`config.mk`:
```
export PLATFORM = sky130hd
export DESIGN_NAME = vector_fetch_arb
export DESIGN_NICKNAME = d
export VERILOG_FILES = /design/src/rtl/vector_fetch_arb.sv
export SDC_FILE = /design/constraint.sdc
export NUM_CORES = 1
export LEC_CHECK = 0
export BUFFER_PORTS_ARGS = -buffer_cell sky130_fd_sc_hd__buf_4
export CAP_MARGIN = 20
export CORE_MARGIN = 2
export CORE_UTILIZATION = 49
export CTS_BUF_LIST = sky130_fd_sc_hd__clkbuf_4 sky130_fd_sc_hd__clkbuf_8
export DETAILED_ROUTE_END_ITERATION = 10
export PLACE_DENSITY = 0.84
export SKIP_LAST_GASP = 1
export SYNTH_ARGS = -nofsm -noshare
export SYNTH_HDL_FRONTEND = slang
export SYNTH_SLANG_ARGS = --single-unit
```
`constraint.sdc`:
```
create_clock -name clk -period 2 [get_ports clk]
set_input_delay 0.2 -clock clk [delete_from_list [all_inputs] [get_ports clk]]
set_output_delay 0.2 -clock clk [all_outputs]
set_load 0.02 [all_outputs]
```
`src/rtl/vector_fetch_arb.sv`:
```
// ---------------------------------------------------------------------------
// vector_fetch_arb
//
// Purpose:
//   Arbitrates one shared read master port between two requesters:
//     - the program sequencer, which fetches vector words into the vector FIFO
//     - the host (slave side), which performs single read transactions
//   At most one read is outstanding. Each fetch takes the path
//   IDLE -> ISSUE -> WAIT -> IDLE. A fetch that receives no read data within
//   TIMEOUT_CYCLES WAIT cycles is abandoned, and the sticky timeout_err flag
//   is raised.
//
// Ports:
//   clk, reset              - single rising-edge clock, synchronous active-high reset
//   run_en                  - program running; gates program requests
//   prog_req/prog_addr      - program fetch request (level) and address
//   prog_gnt                - one-cycle grant pulse to the program sequencer
//   host_req/host_addr      - host read request (level) and address
//   host_gnt                - one-cycle grant pulse to the host
//   master_addr/master_rd   - read address and one-cycle read strobe to the master port
//   master_data_in(_val)    - returned read data and its valid qualifier
//   vctr_fifo_almost_full   - vector FIFO back-pressure (blocks program requests)
//   vctr_fifo_wr/_din       - vector FIFO write strobe and data
//   host_rdata_val/_err/    - host read completion pulse, error flag and data
//   host_rdata
//   clear_err/timeout_err   - clear input and sticky timeout flag
//   prog_fetch_cnt          - number of completed program fetches (wraps)
// ---------------------------------------------------------------------------
module vector_fetch_arb #(
  parameter int TIMEOUT_CYCLES = 255,
  parameter int TO_CNT_W       = 8
) (
  input  logic        clk,
  input  logic        reset,
  input  logic        run_en,
  input  logic        prog_req,
  input  logic [31:0] prog_addr,
  output logic        prog_gnt,
  input  logic        host_req,
  input  logic [31:0] host_addr,
  output logic        host_gnt,
  output logic [31:0] master_addr,
  output logic        master_rd,
  input  logic [31:0] master_data_in,
  input  logic        master_data_in_val,
  input  logic        vctr_fifo_almost_full,
  output logic        vctr_fifo_wr,
  output logic [31:0] vctr_fifo_din,
  output logic        host_rdata_val,
  output logic        host_err,
  output logic [31:0] host_rdata,
  input  logic        clear_err,
  output logic        timeout_err,
  output logic [15:0] prog_fetch_cnt
);

  localparam logic [1:0] ST_IDLE  = 2'd0;
  localparam logic [1:0] ST_ISSUE = 2'd1;
  localparam logic [1:0] ST_WAIT  = 2'd2;

  // Counter value seen on the last allowed WAIT cycle. The counter holds 0 on
  // the first WAIT cycle, so this is the TIMEOUT_CYCLES-th WAIT cycle.
  localparam logic [TO_CNT_W-1:0] TO_LAST = TO_CNT_W'(TIMEOUT_CYCLES - 1);

  logic [1:0]          state_q, state_d;
  logic                owner_host_q, owner_host_d;
  logic                last_gnt_host_q, last_gnt_host_d;
  logic [31:0]         addr_q, addr_d;
  logic [TO_CNT_W-1:0] to_cnt_q, to_cnt_d;
  logic                vctr_fifo_wr_q, vctr_fifo_wr_d;
  logic [31:0]         vctr_fifo_din_q, vctr_fifo_din_d;
  logic                host_rdata_val_q, host_rdata_val_d;
  logic                host_err_q, host_err_d;
  logic [31:0]         host_rdata_q, host_rdata_d;
  logic                timeout_err_q, timeout_err_d;
  logic [15:0]         prog_fetch_cnt_q, prog_fetch_cnt_d;

  logic prog_elig;
  logic host_elig;
  logic take_host;
  logic timeout_set;

  assign prog_elig = prog_req & run_en & ~vctr_fifo_almost_full;
  assign host_elig = host_req;

  // On a tie the requester that was not granted last wins.
  assign take_host = host_elig & (~prog_elig | ~last_gnt_host_q);

  always_comb begin
    state_d          = state_q;
    owner_host_d     = owner_host_q;
    last_gnt_host_d  = last_gnt_host_q;
    addr_d           = addr_q;
    to_cnt_d         = to_cnt_q;
    vctr_fifo_wr_d   = 1'b0;
    vctr_fifo_din_d  = vctr_fifo_din_q;
    host_rdata_val_d = 1'b0;
    host_err_d       = 1'b0;
    host_rdata_d     = host_rdata_q;
    prog_fetch_cnt_d = prog_fetch_cnt_q;
    timeout_set      = 1'b0;

    case (state_q)
      ST_IDLE: begin
        // The winner is decided here so ISSUE can present the address and
        // grant in the very next cycle; last_gnt moves with every grant.
        if (prog_elig | host_elig) begin
          owner_host_d    = take_host;
          last_gnt_host_d = take_host;
          addr_d          = take_host ? host_addr : prog_addr;
          state_d         = ST_ISSUE;
        end
      end

      ST_ISSUE: begin
        to_cnt_d = '0;
        state_d  = ST_WAIT;
      end

      ST_WAIT: begin
        // Data wins over timeout when both land on the last allowed cycle.
        if (master_data_in_val) begin
          if (owner_host_q) begin
            host_rdata_val_d = 1'b1;
            host_rdata_d     = master_data_in;
          end else begin
            vctr_fifo_wr_d   = 1'b1;
            vctr_fifo_din_d  = master_data_in;
            prog_fetch_cnt_d = prog_fetch_cnt_q + 16'd1;
          end
          state_d = ST_IDLE;
        end else if (to_cnt_q == TO_LAST) begin
          timeout_set = 1'b1;
          if (owner_host_q) begin
            host_rdata_val_d = 1'b1;
            host_err_d       = 1'b1;
            host_rdata_d     = 32'h0;
          end
          state_d = ST_IDLE;
        end else begin
          to_cnt_d = to_cnt_q + 1'b1;
        end
      end

      default: begin
        state_d = ST_IDLE;
      end
    endcase

    // A timeout in the same cycle as clear_err leaves the flag set.
    if (timeout_set) begin
      timeout_err_d = 1'b1;
    end else if (clear_err) begin
      timeout_err_d = 1'b0;
    end else begin
      timeout_err_d = timeout_err_q;
    end
  end

  always_ff @(posedge clk) begin
    if (reset) begin
      state_q          <= ST_IDLE;
      owner_host_q     <= 1'b0;
      last_gnt_host_q  <= 1'b1;
      addr_q           <= 32'h0;
      to_cnt_q         <= '0;
      vctr_fifo_wr_q   <= 1'b0;
      vctr_fifo_din_q  <= 32'h0;
      host_rdata_val_q <= 1'b0;
      host_err_q       <= 1'b0;
      host_rdata_q     <= 32'h0;
      timeout_err_q    <= 1'b0;
      prog_fetch_cnt_q <= 16'h0;
    end else begin
      state_q          <= state_d;
      owner_host_q     <= owner_host_d;
      last_gnt_host_q  <= last_gnt_host_d;
      addr_q           <= addr_d;
      to_cnt_q         <= to_cnt_d;
      vctr_fifo_wr_q   <= vctr_fifo_wr_d;
      vctr_fifo_din_q  <= vctr_fifo_din_d;
      host_rdata_val_q <= host_rdata_val_d;
      host_err_q       <= host_err_d;
      host_rdata_q     <= host_rdata_d;
      timeout_err_q    <= timeout_err_d;
      prog_fetch_cnt_q <= prog_fetch_cnt_d;
    end
  end

  // addr_q only changes on the way into ISSUE, so outside ISSUE it still
  // shows the last issued address.
  assign master_rd      = (state_q == ST_ISSUE);
  assign prog_gnt       = master_rd & ~owner_host_q;
  assign host_gnt       = master_rd & owner_host_q;
  assign master_addr    = addr_q;
  assign vctr_fifo_wr   = vctr_fifo_wr_q;
  assign vctr_fifo_din  = vctr_fifo_din_q;
  assign host_rdata_val = host_rdata_val_q;
  assign host_err       = host_err_q;
  assign host_rdata     = host_rdata_q;
  assign timeout_err    = timeout_err_q;
  assign prog_fetch_cnt = prog_fetch_cnt_q;

endmodule
```
==> Implementation_results.wiki <==
{| class="wikitable"
! Metric !! Value
|-
| Final worst setup slack || 0.141 ns
|-
| Syn_nets || 693
|-
| Arrival time worst endpoint || 2.19 ns
|-
| Instance count along the most critical hold path || 3
|-
| Least-Margin Pin Slew || 0.539 ns
|-
| Area growth from synthesis to final layout || 52.5%
|-
| Maximum number of pins on one net before global-route repair || 51
|-
| Library cells used by synthesis || 48
|-
| Max Transition Viols Final || 0
|-
| Synth area leader || dfxtp_1
|-
| Setup fix buffers added after clock tree synthesis || 0
|-
| Detailed-route vias per instance || 5.48
|-
| Global placer's final weighted congestion || 0.848
|-
| Top_reg_cell synth || dfxtp_1
|-
| IR Drop Worst-Case VDD || 0.484 mV
|-
| Clock input transition at the sequential cells of the worst setup and hold paths || 0.07 ns
|-
| Buffers from clock root to sink, at most || 2
|-
| Setup TNS || 0 ns
|-
| Unrepaired setup endpoints after global routing || false
|-
| Register-to-Register Path Depth || 5
|-
| Share of flip-flops with an asynchronous set or reset || 0%
|-
| Fmax || 538 MHz
|-
| Count of antenna diodes in the layout || 0
|-
| Global Route Usage Sum || 28.3%
|-
| Overall power || 5.81 mW
|-
| Number of clock sinks || 128
|-
| Worst setup slack after placement || 0.155 ns
|-
| Post-route DRC || 0
|-
| Cell Count Post-Placement || 915
|-
| Post-synth design cell area || 4980 sq um
|-
| HPWL after detailed placement || 10.7 mm
|-
| Crit-path slowest cell || or4_1
|-
| H-tree Lvls || 4
|-
| Number of primary I/O pins || 223
|-
| Number of iterations in the first detailed-routing pass || 5
|-
| Result of the run || finished clean
|-
| Leakage || 3.29 nW
|-
| Synth top area share || 51.4%
|-
| Die span in x || 105 microns
|-
| Cell family with most CP delay || simple AND/OR/NAND/NOR gates
|-
| Crit path buf inv count || 1
|-
| Area of the placeable core || 9820 sq um
|-
| Row count || 36
|-
| Hold Fails Final Rpt || 0
|-
| Vias in the first global route || 5,157
|-
| Inserted Clock Buffers || 17
|-
| Overall via count from detail_route || 5,385
|-
| Full die area || 11,000 sq um
|-
| Number of port buffers || 222
|-
| Ranking of synthesized cells by area || dfxtp_1, a21oi_1, nand2_1, a22o_1, o21ai_0
|-
| Starting density of the core || 50.7%
|-
| Fin crit share || 93.0%
|-
| Total global routing overflow || 0
|-
| Worst EP required || 2.33 ns
|-
| Worst clock skew on the final layout || 0.0114 ns
|-
| Levels on crit path || 5
|-
| Max-slew headroom || 64.1%
|-
| Fraction of final layout cells sized beyond drive strength 1 || 33.3%
|-
| Minimum clock period || 1.86 ns
|-
| FF-to-FF setup slack || 0.14 ns
|-
| Gate count of the mapped netlist || 582
|-
| Initial antenna violation count || 0
|-
| Vertical die dimension || 105 microns
|-
| Power per Cell Area || 765 nW/um^2
|-
| Number of enable flip-flop cells after synthesis || 0
|-
| Number of synthesized register bits || 128
|-
| Type of destination of the critical path || register
|-
| CP startpoint kind || register
|-
| Wire length of the first global-routing pass || 25.2 mm
|-
| Worst-path maximum fanout || 8
|-
| Average cell area after synthesis || 8.56 sq um
|-
| CTS Root Buffer Type || clkbuf_8
|-
| Maximum single-stage delay on the critical path || 0.51 ns
|-
| Reported max-cap violation count || 0
|-
| Setup Viol. Count Final || 0
|-
| Antenna violation net count after detailed routing || 0
|-
| Kind of critical path || reg2reg
|-
| Final instance count without filler cells || 983
|-
| Number of warning messages in the yosys log || 0
|-
| Worst hold-check path type || in2reg
|-
| Sequential share of the synthesized area || 51.4%
|-
| CTS tree || built
|-
| Layout net count || 950
|-
| Post-DR wirelength/cell || 16.5 microns
|-
| Total detailed-routing wirelength || 16.2 mm
|-
| Cell types with the highest counts after synthesis || dfxtp_1, nand2_1, a21oi_1, o21ai_0, a22o_1
|-
| Clock latency on the worst-skew pair || 0.42 ns
|-
| Crit path cell chain || inv_1 > ha_1 > nand2_1 > or4_1 > a31oi_1
|-
| Most repeated cell in the gate-level netlist after synthesis || dfxtp_1
|-
| Violation count after the first detailed-routing iteration || 281
|}
[worst register-to-register path, stage by stage, from the launching register on]
cell,delay [ns]
dfxtp_1,0.39
inv_1,0.10
ha_1,0.45
nand2_1,0.15
or4_1,0.51
a31oi_1,0.18
[through the flow]
step                utilization (%)  cell area, sq um  hold slack (ns)
finish                         77.4              7600           0.0240
global placement               69.7              6840            0.420
global route                   77.4              7600          0.00421
CTS                            76.4              7510          0.00182
floorplan                         -              4980            0.326
detailed placement             69.7              6840            0.426
[registers in the layout (all words and copies together) (netlist names)]
| register | cells |
|---|---|
| host_rdata | 32 |
| timeout_err | 1 |
| master_addr | 32 |
| prog_fetch_cnt | 16 |
| vctr_fifo_wr | 1 |
| owner_host_q | 1 |
| host_rdata_val | 1 |
| host_err | 1 |
| last_gnt_host_q | 1 |
| to_cnt_q | 8 |
| state_q | 2 |
| vctr_fifo_din | 32 |
[layout by cell type, fill, tap and decap left out, drive strengths merged, types with 2 or more instances in the layout]
master	Yosys	routed
nand4	7	7
or4	4	4
buf	10	240
nor3	4	4
a31o	2	2
o21a	2	2
dlygate4sd3	0	38
or3	5	5
xor2	3	3
a22o	32	32
xnor2	7	7
nand3	9	9
a211oi	7	7
nand2	116	116
nand4b	2	2
o211ai	2	2
dfxtp	128	128
nor2	21	21
a21oi	104	104
and3b	2	2
o21ai	36	36
ha	7	7
and2	2	2
a31oi	4	4
clkbuf	30	24
nor2b	2	2
inv	13	13
clkinv	0	5
o41ai	2	2
nor4	6	6
and4	2	2
[where the power goes]
group / leakage (nW) / total [mW] / switching, mW / internal [mW]
sequential: 1.04 / 2.74 / 0.0723 / 2.67
combinational: 2.06 / 1.03 / 0.558 / 0.469
clock: 0.196 / 2.05 / 0.930 / 1.12
total: 3.29 / 5.81 / 1.56 / 4.25
[worst paths after layout]
kind | startpoint | endpoint
worst max register to register | state_q[1] | to_cnt_q[4]
worst min-delay path | prog_addr[3] | master_addr[3]
worst min register to register | vctr_fifo_din[4] | vctr_fifo_din[4]
worst max-delay path | state_q[1] | to_cnt_q[4]
[layer usage]
metal	routed length [microns]	vias up	share of wire, %	GRT usage, %
met5	0	-	0	0
met4	318	0	2.0	10.1
met3	1460	27	9.0	8.42
met2	8140	286	50	50.3
met1	6260	2511	39	32.1
li1	-	2561	-	-
[cell families after synthesis]
group | Yosys count | synth area share [%]
AO/OA/AOI/OAI | 198 | 23.8
XOR/XNOR | 10 | 1.76
adder cells (fa/ha/maj) | 7 | 1.76
buffers and inverters | 53 | 4.14
flip-flops | 128 | 51.4
multiplexers | 1 | 0.201
AND/OR/NAND/NOR | 185 | 16.9
[layout make-up]
class                   instances  area, sq um
fillers                       666         2220
flip-flops and latches        128         2560
clock inverters                 6         58.8
well taps                     133          166
repair buffers                278         2220
inverters                      13         48.8
multi-input cells             401         2240
clock buffers                  24          305
[timing repair]
action / in CTS / in global routing
hold buffers: 30 / 8
resized for setup: 0 / 2
setup endpoints to repair: 0 / 3
endpoints found under the hold margin: 30 / 8
No activity file was read; power rests on OpenSTA's default activity.
